**config.mk**
```make
export PLATFORM = sky130hd
export DESIGN_NAME = i2s_stream_tx
export DESIGN_NICKNAME = d
export VERILOG_FILES = /design/src/rtl/i2s_pkg.sv /design/src/rtl/i2s_sample_fifo.sv /design/src/rtl/i2s_stream_tx.sv
export SDC_FILE = /design/constraint.sdc
export NUM_CORES = 1
export LEC_CHECK = 0
export ABC_AREA = 1
export BUFFER_PORTS_ARGS = -buffer_cell sky130_fd_sc_hd__buf_2
export CORE_MARGIN = 2
export CORE_UTILIZATION = 30
export DETAILED_ROUTE_END_ITERATION = 10
export GPL_ROUTABILITY_DRIVEN = 0
export SYNTH_ARGS = -nofsm -noshare
export SYNTH_HDL_FRONTEND = slang
export SYNTH_SLANG_ARGS = --single-unit
```
**constraint.sdc**
```tcl
create_clock -name clk -period 3.84 [get_ports clk]
set_clock_uncertainty 0.05 [all_clocks]
set_input_delay 0.768 -clock clk [delete_from_list [all_inputs] [get_ports clk]]
set_output_delay 0.768 -clock clk [all_outputs]
set_load 0.005 [all_outputs]
```
**src/rtl/i2s_pkg.sv**
```systemverilog
// i2s_pkg: mode encoding and default parameters shared by the I2S transmitter files.
package i2s_pkg;
    localparam logic I2S_MODE_PHILIPS = 1'b0;
    localparam logic I2S_MODE_LJ = 1'b1;
    localparam int DEF_SAMPLE_W = 16;
    localparam int DEF_SLOT_W = 16;
    localparam int DEF_CLK_DIV = 4;
    localparam int DEF_FIFO_DEPTH = 4;
endpackage

```
**src/rtl/i2s_sample_fifo.sv**
```systemverilog
// i2s_sample_fifo: show-ahead synchronous FIFO holding left/right sample pairs.
module i2s_sample_fifo
    import i2s_pkg::*;
#(
    parameter int WIDTH = 2 * DEF_SAMPLE_W,
    parameter int DEPTH = DEF_FIFO_DEPTH
) (
    input  logic                     clk,
    input  logic                     rst,
    input  logic                     push,
    input  logic                     pop,
    input  logic [WIDTH-1:0]         din,
    output logic [WIDTH-1:0]         dout,
    output logic                     full,
    output logic                     empty,
    output logic [$clog2(DEPTH):0]   level
);
    localparam int AW = $clog2(DEPTH);
    localparam int LW = AW + 1;
    logic [WIDTH-1:0] mem [DEPTH];
    logic [AW:0] wr_ptr, rd_ptr;
    // Pointers carry one extra wrap bit so their difference is the occupancy.
    assign level = wr_ptr - rd_ptr;
    assign empty = level == '0;
    assign full = level == LW'(DEPTH);
    assign dout = mem[rd_ptr[AW-1:0]];
    always_ff @(posedge clk or negedge rst)
        if (!rst) begin
            wr_ptr <= '0;
            rd_ptr <= '0;
        end else begin
            if (push && !full) wr_ptr <= wr_ptr + LW'(1);
            if (pop && !empty) rd_ptr <= rd_ptr + LW'(1);
        end
    always_ff @(posedge clk)
        if (push && !full) mem[wr_ptr[AW-1:0]] <= din;
endmodule

```
**src/rtl/i2s_stream_tx.sv**
```systemverilog
// i2s_stream_tx: FIFO-buffered I2S / left-justified serializer with a generated bit clock.
module i2s_stream_tx
    import i2s_pkg::*;
#(
    parameter int SAMPLE_W = DEF_SAMPLE_W,
    parameter int SLOT_W = DEF_SLOT_W,
    parameter int CLK_DIV = DEF_CLK_DIV,
    parameter int FIFO_DEPTH = DEF_FIFO_DEPTH
) (
    input  logic                          clk,
    input  logic                          rst,
    input  logic                          enable,
    input  logic                          mode,
    input  logic                          sample_valid,
    output logic                          sample_ready,
    input  logic [SAMPLE_W-1:0]           sample_left,
    input  logic [SAMPLE_W-1:0]           sample_right,
    output logic                          bit_clock,
    output logic                          word_select,
    output logic                          sound_data,
    output logic [$clog2(FIFO_DEPTH):0]   fifo_level,
    output logic                          underrun
);
    localparam int FRAME = 2 * SLOT_W;
    localparam int DW = $clog2(CLK_DIV);
    localparam int BW = $clog2(FRAME);
    localparam logic [BW-1:0] LAST_B = BW'(FRAME - 1);
    localparam logic [BW-1:0] SLOT_B = BW'(SLOT_W);
    logic [DW-1:0] div_cnt;
    logic [BW-1:0] b, b_nx, b_ws, k, pos;
    logic tick, mode_r, eff_mode, load, empty, full;
    logic [2*SAMPLE_W-1:0] fifo_dout, active, frame_data;
    logic [SAMPLE_W-1:0] chan, shifted;
    i2s_sample_fifo #(.WIDTH(2 * SAMPLE_W), .DEPTH(FIFO_DEPTH)) u_fifo (
        .clk   (clk),
        .rst   (rst),
        .push  (sample_valid && sample_ready),
        .pop   (load && !empty),
        .din   ({sample_left, sample_right}),
        .dout  (fifo_dout),
        .full  (full),
        .empty (empty),
        .level (fifo_level)
    );
    assign sample_ready = !full;
    assign bit_clock = div_cnt >= DW'(CLK_DIV / 2);
    assign tick = enable && (div_cnt == DW'(CLK_DIV - 1));
    assign b_nx = (b == LAST_B) ? '0 : b + BW'(1);
    assign b_ws = (b_nx == LAST_B) ? '0 : b_nx + BW'(1);
    // The frame's mode is latched entering b = 0, so that tick already uses the live input.
    assign eff_mode = (b_nx == '0) ? mode : mode_r;
    assign k = (eff_mode == I2S_MODE_LJ) ? b_nx : ((b_nx == '0) ? LAST_B : b_nx - BW'(1));
    assign load = tick && (b_nx == ((eff_mode == I2S_MODE_PHILIPS) ? BW'(1) : BW'(0)));
    assign frame_data = load ? (empty ? '0 : fifo_dout) : active;
    assign chan = (k < SLOT_B) ? frame_data[2*SAMPLE_W-1:SAMPLE_W] : frame_data[SAMPLE_W-1:0];
    assign pos = (k < SLOT_B) ? k : k - SLOT_B;
    // Shifting past the sample width yields the zero padding of wide slots.
    assign shifted = chan << pos;
    always_ff @(posedge clk or negedge rst)
        if (!rst) begin
            div_cnt <= '0;
            b <= LAST_B;
            word_select <= 1'b0;
            sound_data <= 1'b0;
            underrun <= 1'b0;
            mode_r <= I2S_MODE_PHILIPS;
            active <= '0;
        end else begin
            underrun <= load && empty;
            if (!enable) begin
                div_cnt <= '0;
                b <= LAST_B;
                word_select <= 1'b0;
                sound_data <= 1'b0;
            end else begin
                div_cnt <= tick ? '0 : div_cnt + DW'(1);
                if (tick) begin
                    b <= b_nx;
                    word_select <= (eff_mode == I2S_MODE_LJ) ? (b_nx >= SLOT_B) : (b_ws >= SLOT_B);
                    sound_data <= shifted[SAMPLE_W-1];
                end
                if (tick && b_nx == '0) mode_r <= mode;
                if (load) active <= frame_data;
            end
        end
endmodule

```
Word-level counts from Yosys, hierarchy flattened
Memories as Yosys holds them, arrays and structs flattened.
Cells that the tools add are included.
- flip-flop bits (word level): 49
- RAM bits: 128
- input port bits: 37
- output and inout bits: 8
- word-level logic and storage cells: 64
- memories kept: 1
- memories (memory ; depth ; bits a word ; rd ports ; clocked after Yosys merged registers in ; wr ports ; line ; source):
    u_fifo.mem ; 4 ; 32 ; 1 ; 0 ; 1 ; i2s_sample_fifo.sv:20 ; logic [WIDTH-1:0] mem [DEPTH];
- add/sub/neg operators: 8
- order comparisons: 4
- equal/unequal tests: 6
- shifts and indexed selects: 1
- multiplexer cells: 21
- reductions and logical operators: 14
- operators with widths (kind ; count):
    $mux W32 ; 2
    $mux W5 ; 7
    $mux W16 ; 1
    $shl A16 B5 Y16 ; 1
    $add A5 B1 Y5 const B ; 2
    $eq A5 B5 Y1 const B ; 2
    $ge A5 B5 Y1 const B ; 2
    $mux W1 ; 9
    $logic_and A1 B1 Y1 ; 8
    $add A3 B1 Y3 const B ; 2
    $eq A5 B1 Y1 ; 1
    $logic_not A5 Y1 ; 1
    $lt A5 B5 Y1 const B ; 1
    $sub A5 B1 Y5 const B ; 1
    $sub A5 B5 Y5 const B ; 1
    $mux W2 ; 2
    $reduce_and A2 Y1 ; 2
    $eq A3 B3 Y1 const B ; 1
    $logic_not A3 Y1 ; 1
    $sub A3 B3 Y3 ; 1
    $add A2 B1 Y2 const B ; 1
    $eq A2 B2 Y1 const B ; 1
    $ge A2 B2 Y1 const B ; 1
    $logic_not A1 Y1 ; 2
    $ne A2 B1 Y1 const B ; 1

Longest topological paths before layout
Gate-level depths: netlist of the first run.
- depth in word-level cells: 12
- mapped depth: 22
- depth with buffers taken out: 20

Cells and area by module
Synthesis of the first run repeated with hierarchy kept, for this count alone.
- cell total of the unflattened synthesis: 781
- area total of the unflattened synthesis: 8057.7 µm²
- modules (own cells, without submodules) (module ; instances ; cells each ; area each (µm²) ; sequential area each (µm²)):
    i2s_sample_fifo ; 1 ; 378 ; 5225.0 ; 3993.8
    i2s_stream_tx ; 1 ; 403 ; 2832.7 ; 1082.3

Worst setup path before layout of the first run
OpenSTA, ideal clock, no wires.
- kind: reg-to-reg
- from: reg u_fifo.wr_ptr[0]
- to: mem u_fifo.mem[3][0] (netlist bit) (enable)
- setup time: 424 ps
- data arrival time: 3117 ps
- required time: 3366 ps
- setup slack: 249 ps
- cell stages (with the launch flop): 10
- path buffers: 0
- period minus slack after synthesis: 3591 ps
- cell sequence: dfrtp_1 > inv_1 > ha_1 > fa_1 > xor2_1 > xnor2_1 > inv_1 > nand2_1 > nand2_1 > nor2_1
- cells in the longest elaborated chain, start to end: 7
- RTL lines (what ; line ; source):
    start: declaration ; i2s_sample_fifo.sv:21 ; logic [AW:0] wr_ptr, rd_ptr;
    start signal: assignment ; i2s_sample_fifo.sv:32 ; if (push && !full) wr_ptr <= wr_ptr + LW'(1);
    $sub A3 B3 Y3 (*) ; i2s_sample_fifo.sv:23 ; assign level = wr_ptr - rd_ptr;
    net fifo_level[2] ; i2s_stream_tx.sv:21 ; output logic [$clog2(FIFO_DEPTH):0] fifo_level,
    $eq A3 B3 Y1 (*) ; i2s_sample_fifo.sv:25 ; assign full = level == LW'(DEPTH);
    $logic_not A1 Y1 (*) ; i2s_stream_tx.sv:45 ; assign sample_ready = !full;
    net sample_ready ; i2s_stream_tx.sv:15 ; output logic sample_ready,
    $logic_and A1 B1 Y1 ; i2s_stream_tx.sv:37 ; .push (sample_valid && sample_ready),
    $logic_and A1 B1 Y1 (*) ; i2s_sample_fifo.sv:36 ; if (push && !full) mem[wr_ptr[AW-1:0]] <= din;
    $mux W1 (*) ; i2s_sample_fifo.sv:36 ;
    $mux W1 (not written as such) (*) ; i2s_sample_fifo.sv:36 ;
    end: declaration ; i2s_sample_fifo.sv:20 ;
The timed path passes the listed nets; every way through them passes the cells marked *.

Worst setup path in the final report of the first run
- from: reg b[1]
- to: reg sound_data
- cells in the longest elaborated chain, start to end: 12
- elaborated cells between the ends (all ways): 19
- those cells by class: add/sub: 3; order compare: 1; eq/ne: 2; shift: 1; mux: 10; reduce/logical: 2
- RTL lines (what ; line ; source):
    start: declaration ; i2s_stream_tx.sv:30 ; logic [BW-1:0] b, b_nx, b_ws, k, pos;
    start signal: assignment ; i2s_stream_tx.sv:78 ; b <= b_nx;
    $add A5 B1 Y5 / $eq A5 B5 Y1 (equally long branches) ; i2s_stream_tx.sv:48 ; assign b_nx = (b == LAST_B) ? '0 : b + BW'(1);
    $mux W5 (*) ; i2s_stream_tx.sv:48 ;
    parallel branches: the longest is 7 deep, another holds $sub A5 B1 Y5 ; - ;
    $shl A16 B5 Y16 (*) ; i2s_stream_tx.sv:58 ; assign shifted = chan << pos;
    $mux W1 (*) ; i2s_stream_tx.sv:77 ; if (tick) begin
    $mux W1 (*) ; i2s_stream_tx.sv:70 ; if (!enable) begin
    end signal: assignment ; i2s_stream_tx.sv:80 ; sound_data <= shifted[SAMPLE_W-1];
    end: declaration ; i2s_stream_tx.sv:20 ; output logic sound_data,
Every way passes the cells marked *. The select of a mux whose other input is x is not followed.
A chain may end at the register's enable or synchronous reset.

==> flow_summary.json, run 1 <==
{
  "synth.avg_cell_area_um2": 10.5,
  "antennaDiodeCount": 0,
  "fmax_ghz": 0.295,
  "syn_inst": 753,
  "dieArea_um2": 27700,
  "synth_cell_type_count": 31,
  "crit_fanout": 34,
  "p_total_mw": 7.00,
  "pre_cts_slack_ns": 0.339,
  "grt_overflow": 0,
  "cts_buffers": 17,
  "switching_share": 0.373,
  "synth.largest_area_cell": "edfxtp_1",
  "via_count": 5311,
  "synth_top_area_share": 0.486,
  "max-vdd-ir-drop_uv": 404,
  "cts_max_path_buffers": 2,
  "synth-seq-area-share": 0.641,
  "avgRoutedWirePerCell_um": 14.4,
  "die_h_um": 166,
  "netlist_area_um2": 7920,
  "fin_ws_ns": 0.451,
  "powerDensity_nw_per_um2": 771,
  "switching_power_mw": 2.62,
  "final_cell_mix": "128 x edfxtp_1, 115 x nand2_1, 92 x inv_1",
  "fin_crit_sh": 0.883,
  "cp-start-kind": "flip-flop",
  "clock_sinks": 177,
  "clkSlewWorstSetupHoldPaths_ns": 0.07,
  "top_level_ports": 45,
  "cts_tree": "built",
  "synth_nets": 802,
  "root_buffer": "clkbuf_16",
  "grt_first_pass_wirelength_um": 26900,
  "clkPwrFrac": 0.247,
  "drc": 0,
  "synthTopCellsByArea": "edfxtp_1 49%, dfrtp_1 14%, nand2_1 5.5%",
  "start_util": 0.305,
  "p_leak_nw": 3.82,
  "relSlewSlack": 0.391,
  "ctsHtreeMaxLevel": 4,
  "pwr-share-seq": 0.390,
  "grt_max_degree": 67,
  "drive_above_1_share": 0.150,
  "drt_iter0_drc": 378,
  "final_common_cell": "edfxtp_1",
  "fin_tns_setup_ns": 0,
  "pwr-share-comb": 0.363,
  "finalSetupViolCount": 0,
  "p_int_mw": 4.39,
  "cts_setup_buffers": 0,
  "nNetsFinal": 842,
  "via_per_inst": 4.65,
  "portBuffers": 44,
  "fin_area_um2": 9080,
  "critPathCaptureType": "flip-flop",
  "cts-hold-fix-buffers": 0,
  "post-dp-hpwl_um": 10400,
  "slew_viol_final": 0,
  "hold_class": "input pin to asynchronous set/reset pin",
  "dpl-instance-area_um2": 8490,
  "rsz0062_at_grt": "no",
  "yosys_register_bits": 177,
  "crit_arrival_ns": 3.67,
  "dp_cells": 1109,
  "drtAntennaViolNets": 0,
  "worst_slew_pin_slew_ns": 0.914,
  "fin_cells": 1141,
  "finalHoldViolations": 0,
  "antenna_found_initial": 0,
  "row_count": 59,
  "status": "finished clean",
  "maxCapViolations": 0,
  "crit_required_ns": 4.12,
  "grt_util_all_layers": 0.123,
  "post-route-min-period_ns": 3.39,
  "yosys_warnings": 0,
  "cts_resized": 0,
  "critPathKind": "flip-flop to flip-flop",
  "die_w_um": 166,
  "clock_latency_ns": 0.43,
  "grt_pass1_vias": 5098,
  "dr.pass1.iters": 4,
  "syn_to_final_growth_pct": 14.7,
  "core_um2": 26000,
  "drt_wl_total_um": 16500
}
==> metrics by stage <==
| step | utilization | hold WS (ns) |
|---|---|---|
| after detailed placement | 0.327 | 0.415 |
| after global routing | 0.350 | 0.457 |
| after global placement | 0.327 | 0.401 |
| after floorplan | - | 0.381 |
| after CTS | 0.349 | 0.425 |
| final | 0.350 | 0.411 |
==> final timing paths <==
check | from | end | slack, ns | cells past startpoint
worst max-delay path | b[1] | sound_data | 0.45 | 19
worst min-delay path | rst | div_cnt[1] | 0.41 | 1
worst max register to register | b[1] | sound_data | 0.45 | 19
worst min register to register | div_cnt[0] | div_cnt[0] | 0.42 | 1
max in group asynchronous | rst | active[3] | 2.57 | 2
min in group clk | div_cnt[0] | div_cnt[0] | 0.42 | 1
==> critical path, cell delays in order, from the launching register on <==
cell     delay [ns]
dfstp_2        0.57
ha_1           0.17
nand2_1        0.07
nor2_1         0.10
ha_1           0.23
inv_2          0.08
a21oi_4        0.21
nand3_2        0.13
nand2_4        0.11
nand3_4        0.29
nand3_4        0.49
nand2_1        0.13
nand3_1        0.11
nand3_1        0.10
nand3_1        0.10
nand3_1        0.07
nand2_1        0.09
nand2_1        0.05
nand3_1        0.07
nand2_1        0.05
==> metal layers <==
| layer | vias up | track usage | share of wire |
|---|---|---|---|
| met3 | 20 | 0.0252 | 0.029 |
| met1 | 2556 | 0.164 | 0.47 |
| met4 | 0 | 0.0480 | 0.016 |
| met2 | 84 | 0.199 | 0.48 |
| met5 | - | 0 | 0 |
| li1 | 2651 | - | - |
==> state kept, by name, summed over array words and instances (netlist names), 2 cells and up <==
name and count:
u_fifo.rd_ptr 3, active 32, u_fifo.mem 128, u_fifo.wr_ptr 3, b 5, div_cnt 2
==> cells in the mapped netlist (all sizes together) <==
cell and number:
clkbuf 22, o21ai 69, nand3 79, nand2 123
xnor2 2, nor2 82, fa 1, and2 3
inv 95, ha 11, buf 15, a21oi 4
or2 1, dfstp 5, edfxtp 128, dfrtp 44
a22oi 3, o22ai 32, xor2 6, nand4 28
==> power groups by stage <==
stage,logic (mW),registers (mW),clock network (mW)
after floorplan,1.85,2.75,0
after global placement,2.57,2.77,0
after detailed placement,2.59,2.77,0
after CTS,2.60,2.74,1.76
after global routing,2.91,2.78,1.83
final,2.54,2.73,1.73
==> kinds of logic (layout without fill, tap and decap cells) <==
kind of cell / after synthesis / after routing / synth area share
flops: 177 / 177 / 0.641
xor+xnor: 8 / 8 / 0.00885
buf+inv: 132 / 185 / 0.0700
compound gates: 108 / 108 / 0.0757
simple gates: 316 / 316 / 0.184
fa+ha+maj: 12 / 12 / 0.0199
==> area by class of cell <==
type,instances,area [um2]
Fill cell,2611,16900
Sequential cell,177,5080
Multi-Input combinational cell,444,2300
Clock buffer,19,443
Tap cell,335,419
Inverter,95,357
Timing Repair Buffer,58,338
Clock inverter,13,148
Power figures use the tool's default switching activity.
==> inputs of run 2 (changes only) <==
- ABC_AREA: 1 -> unset
- SKIP_LAST_GASP: unset -> 1
==> run 2 against run 1 <==
Compared with the run above:
- hold slack worse by 0.072 ns
- synthesized cell count is 31% lower
- utilization is 0.29 points higher
- area after synthesis down 2.5%
- global-route usage decreased by 0.092 points
- critical path type unchanged
- largest cell class unchanged
- largest power group unchanged
- highest routed layer unchanged
==> flow_summary.json, run 2 <==
{
  "reg2reg_from": "b[0]",
  "start_util": 0.306,
  "ys.flop_type": "edfxtp_1",
  "netlist_area_um2": 7720,
  "cts_resized": 0,
  "dieArea_um2": 27000,
  "post-route-min-period_ns": 3.46,
  "synth-edff-count": 128,
  "nNetsFinal": 619,
  "ctsHtreeMaxLevel": 4,
  "reg2reg_to": "sound_data",
  "yosys_warnings": 0,
  "synth_nets": 568,
  "path_buf_inv": 0,
  "top_level_ports": 45,
  "syn_inst": 519,
  "max_stage_delay_ns": 0.60,
  "relSlewSlack": 0.509,
  "worst_slew_pin_slew_ns": 0.736,
  "critPathKind": "flip-flop to flip-flop",
  "via_count": 4542,
  "synth_most_common_cell": "edfxtp_1",
  "rsz0062_at_grt": "no",
  "cts-hold-fix-buffers": 0,
  "grt_first_pass_wirelength_um": 24800,
  "crit_fanout": 10,
  "maxCapViolations": 0,
  "die_h_um": 164,
  "status": "finished clean",
  "cts_buffers": 17,
  "portBuffers": 44,
  "synth_top_area_share": 0.498,
  "drc": 0,
  "cpMostUsedCell": "ha_1",
  "fin_tns_setup_ns": 0,
  "crit_required_ns": 4.11,
  "seq_area_um2": 5080,
  "row_count": 58,
  "finalSetupViolCount": 0,
  "cts_max_path_buffers": 2,
  "max-vdd-ir-drop_uv": 335,
  "path_cells": "ha_1 -> and3_1 -> ha_1 -> and3b_1 -> nand4_1 -> a32o_2 -> o211ai_1 -> a21oi_1 -> nor4_1 -> a211oi_2 -> o2111a_1",
  "fin_crit_sh": 0.900,
  "synth_cell_type_count": 70,
  "r2r_slack_ns": 0.38,
  "root_buffer": "clkbuf_16",
  "crit_arrival_ns": 3.73,
  "crit_slowest_cell": "dfstp_2",
  "largest_reg_flops": 128,
  "cts_tree": "built",
  "powerDensity_nw_per_um2": 727,
  "fmax_ghz": 0.289,
  "crit_family": "compound AO/OA/AOI/OAI gates",
  "finalHoldViolations": 0,
  "async_flop_share": 0.277,
  "yosys_register_bits": 177,
  "hold_class": "input pin to asynchronous set/reset pin",
  "synth.largest_area_cell": "edfxtp_1",
  "grt_pass1_vias": 4630,
  "die_w_um": 164,
  "final_cell_mix": "128 x edfxtp_1, 74 x nand2_1, 44 x buf_2",
  "grt_max_degree": 35,
  "rr_worst_depth": 11,
  "avgRoutedWirePerCell_um": 17.1,
  "cts_setup_buffers": 0,
  "final_common_cell": "edfxtp_1",
  "drive_above_1_share": 0.254,
  "drtAntennaViolNets": 0,
  "syn_to_final_growth_pct": 15.3,
  "p_total_mw": 6.47,
  "p_leak_nw": 3.31,
  "slew_viol_final": 0,
  "clock_latency_ns": 0.44,
  "drt_iter0_drc": 281,
  "synth.avg_cell_area_um2": 14.9,
  "critPathCaptureType": "flip-flop",
  "synth_common_cells": "128 x edfxtp_1, 74 x nand2_1, 44 x dfrtp_1, 39 x o21ai_0, 32 x mux4_2",
  "antenna_found_initial": 1,
  "clock_sinks": 177,
  "cp-start-kind": "flip-flop",
  "dr.pass1.iters": 5,
  "synth-seq-area-share": 0.657,
  "core_um2": 25300,
  "drt_wl_total_um": 15700,
  "post-dp-hpwl_um": 10300,
  "via_per_inst": 4.97,
  "grt_util_all_layers": 0.122,
  "clkSlewWorstSetupHoldPaths_ns": 0.07,
  "multi_input_area_um2": 2450,
  "fillers": 2436,
  "grt_overflow": 0,
  "synthTopCellsByArea": "edfxtp_1 50%, dfrtp_1 14%, mux4_2 9.3%"
}
[run 2: final cells by class]
| class | instances | share of cell area |
|---|---|---|
| multi-input cells | 299 | 0.275 |
| inverters | 17 | 0.00717 |
| flip-flops and latches | 177 | 0.570 |
| repair buffers | 58 | 0.0365 |
| clock buffers | 19 | 0.0486 |
| well taps | 330 | 0.0464 |
| diodes | 1 | 0.000281 |
| clock inverters | 13 | 0.0155 |
[run 2: worst max-delay path by stage]
| stage | cells after the start | slack [ns] | start | end |
|---|---|---|---|---|
| 3_3_place_gp | 11 | 0.57 | b[0] | sound_data |
| 6_report | 11 | 0.38 | b[0] | sound_data |
| 2_1_floorplan | 14 | 0.44 | b[0] | sound_data |
| 3_5_place_dp | 11 | 0.45 | b[0] | sound_data |
| 5_1_grt | 11 | 0.20 | b[0] | sound_data |
| 4_1_cts | 11 | 0.43 | b[0] | sound_data |
[run 2: per-layer routing]
metal	wire length (um)	part of all wire	global-route usage
met5	0	0	0
met4	504	0.032	0.0589
met3	916	0.059	0.0326
met2	7830	0.50	0.206
met1	6410	0.41	0.146
[run 2: report_power, final]
part | total [mW] | internal (mW) | switching (mW)
Sequential | 2.76 | 2.59 | 0.172
Combinational | 2.04 | 0.821 | 1.21
Clock | 1.68 | 0.917 | 0.763
Total | 6.47 | 4.32 | 2.15
[run 2: metrics by stage]
step	cells	setup WS [ns]	area (um2)	hold WS, ns	util
2_1_floorplan	519	0.436	7720	0.379	-
3_3_place_gp	881	0.569	8330	0.391	0.330
3_5_place_dp	881	0.445	8330	0.407	0.330
4_1_cts	913	0.431	8900	0.369	0.352
5_1_grt	914	0.202	8900	0.403	0.352
6_report	914	0.382	8900	0.338	0.352
[run 2: kinds of logic (layout without fill, tap and decap cells)]
kind of cell,after synthesis,in the layout,share of synthesized area
mux,48,48,0.115
flops,177,177,0.657
compound gates,91,91,0.0848
xor+xnor,7,7,0.00989
simple gates,141,141,0.0869
fa+ha+maj,12,12,0.0204
buf+inv,43,107,0.0254
other cells,0,1,0
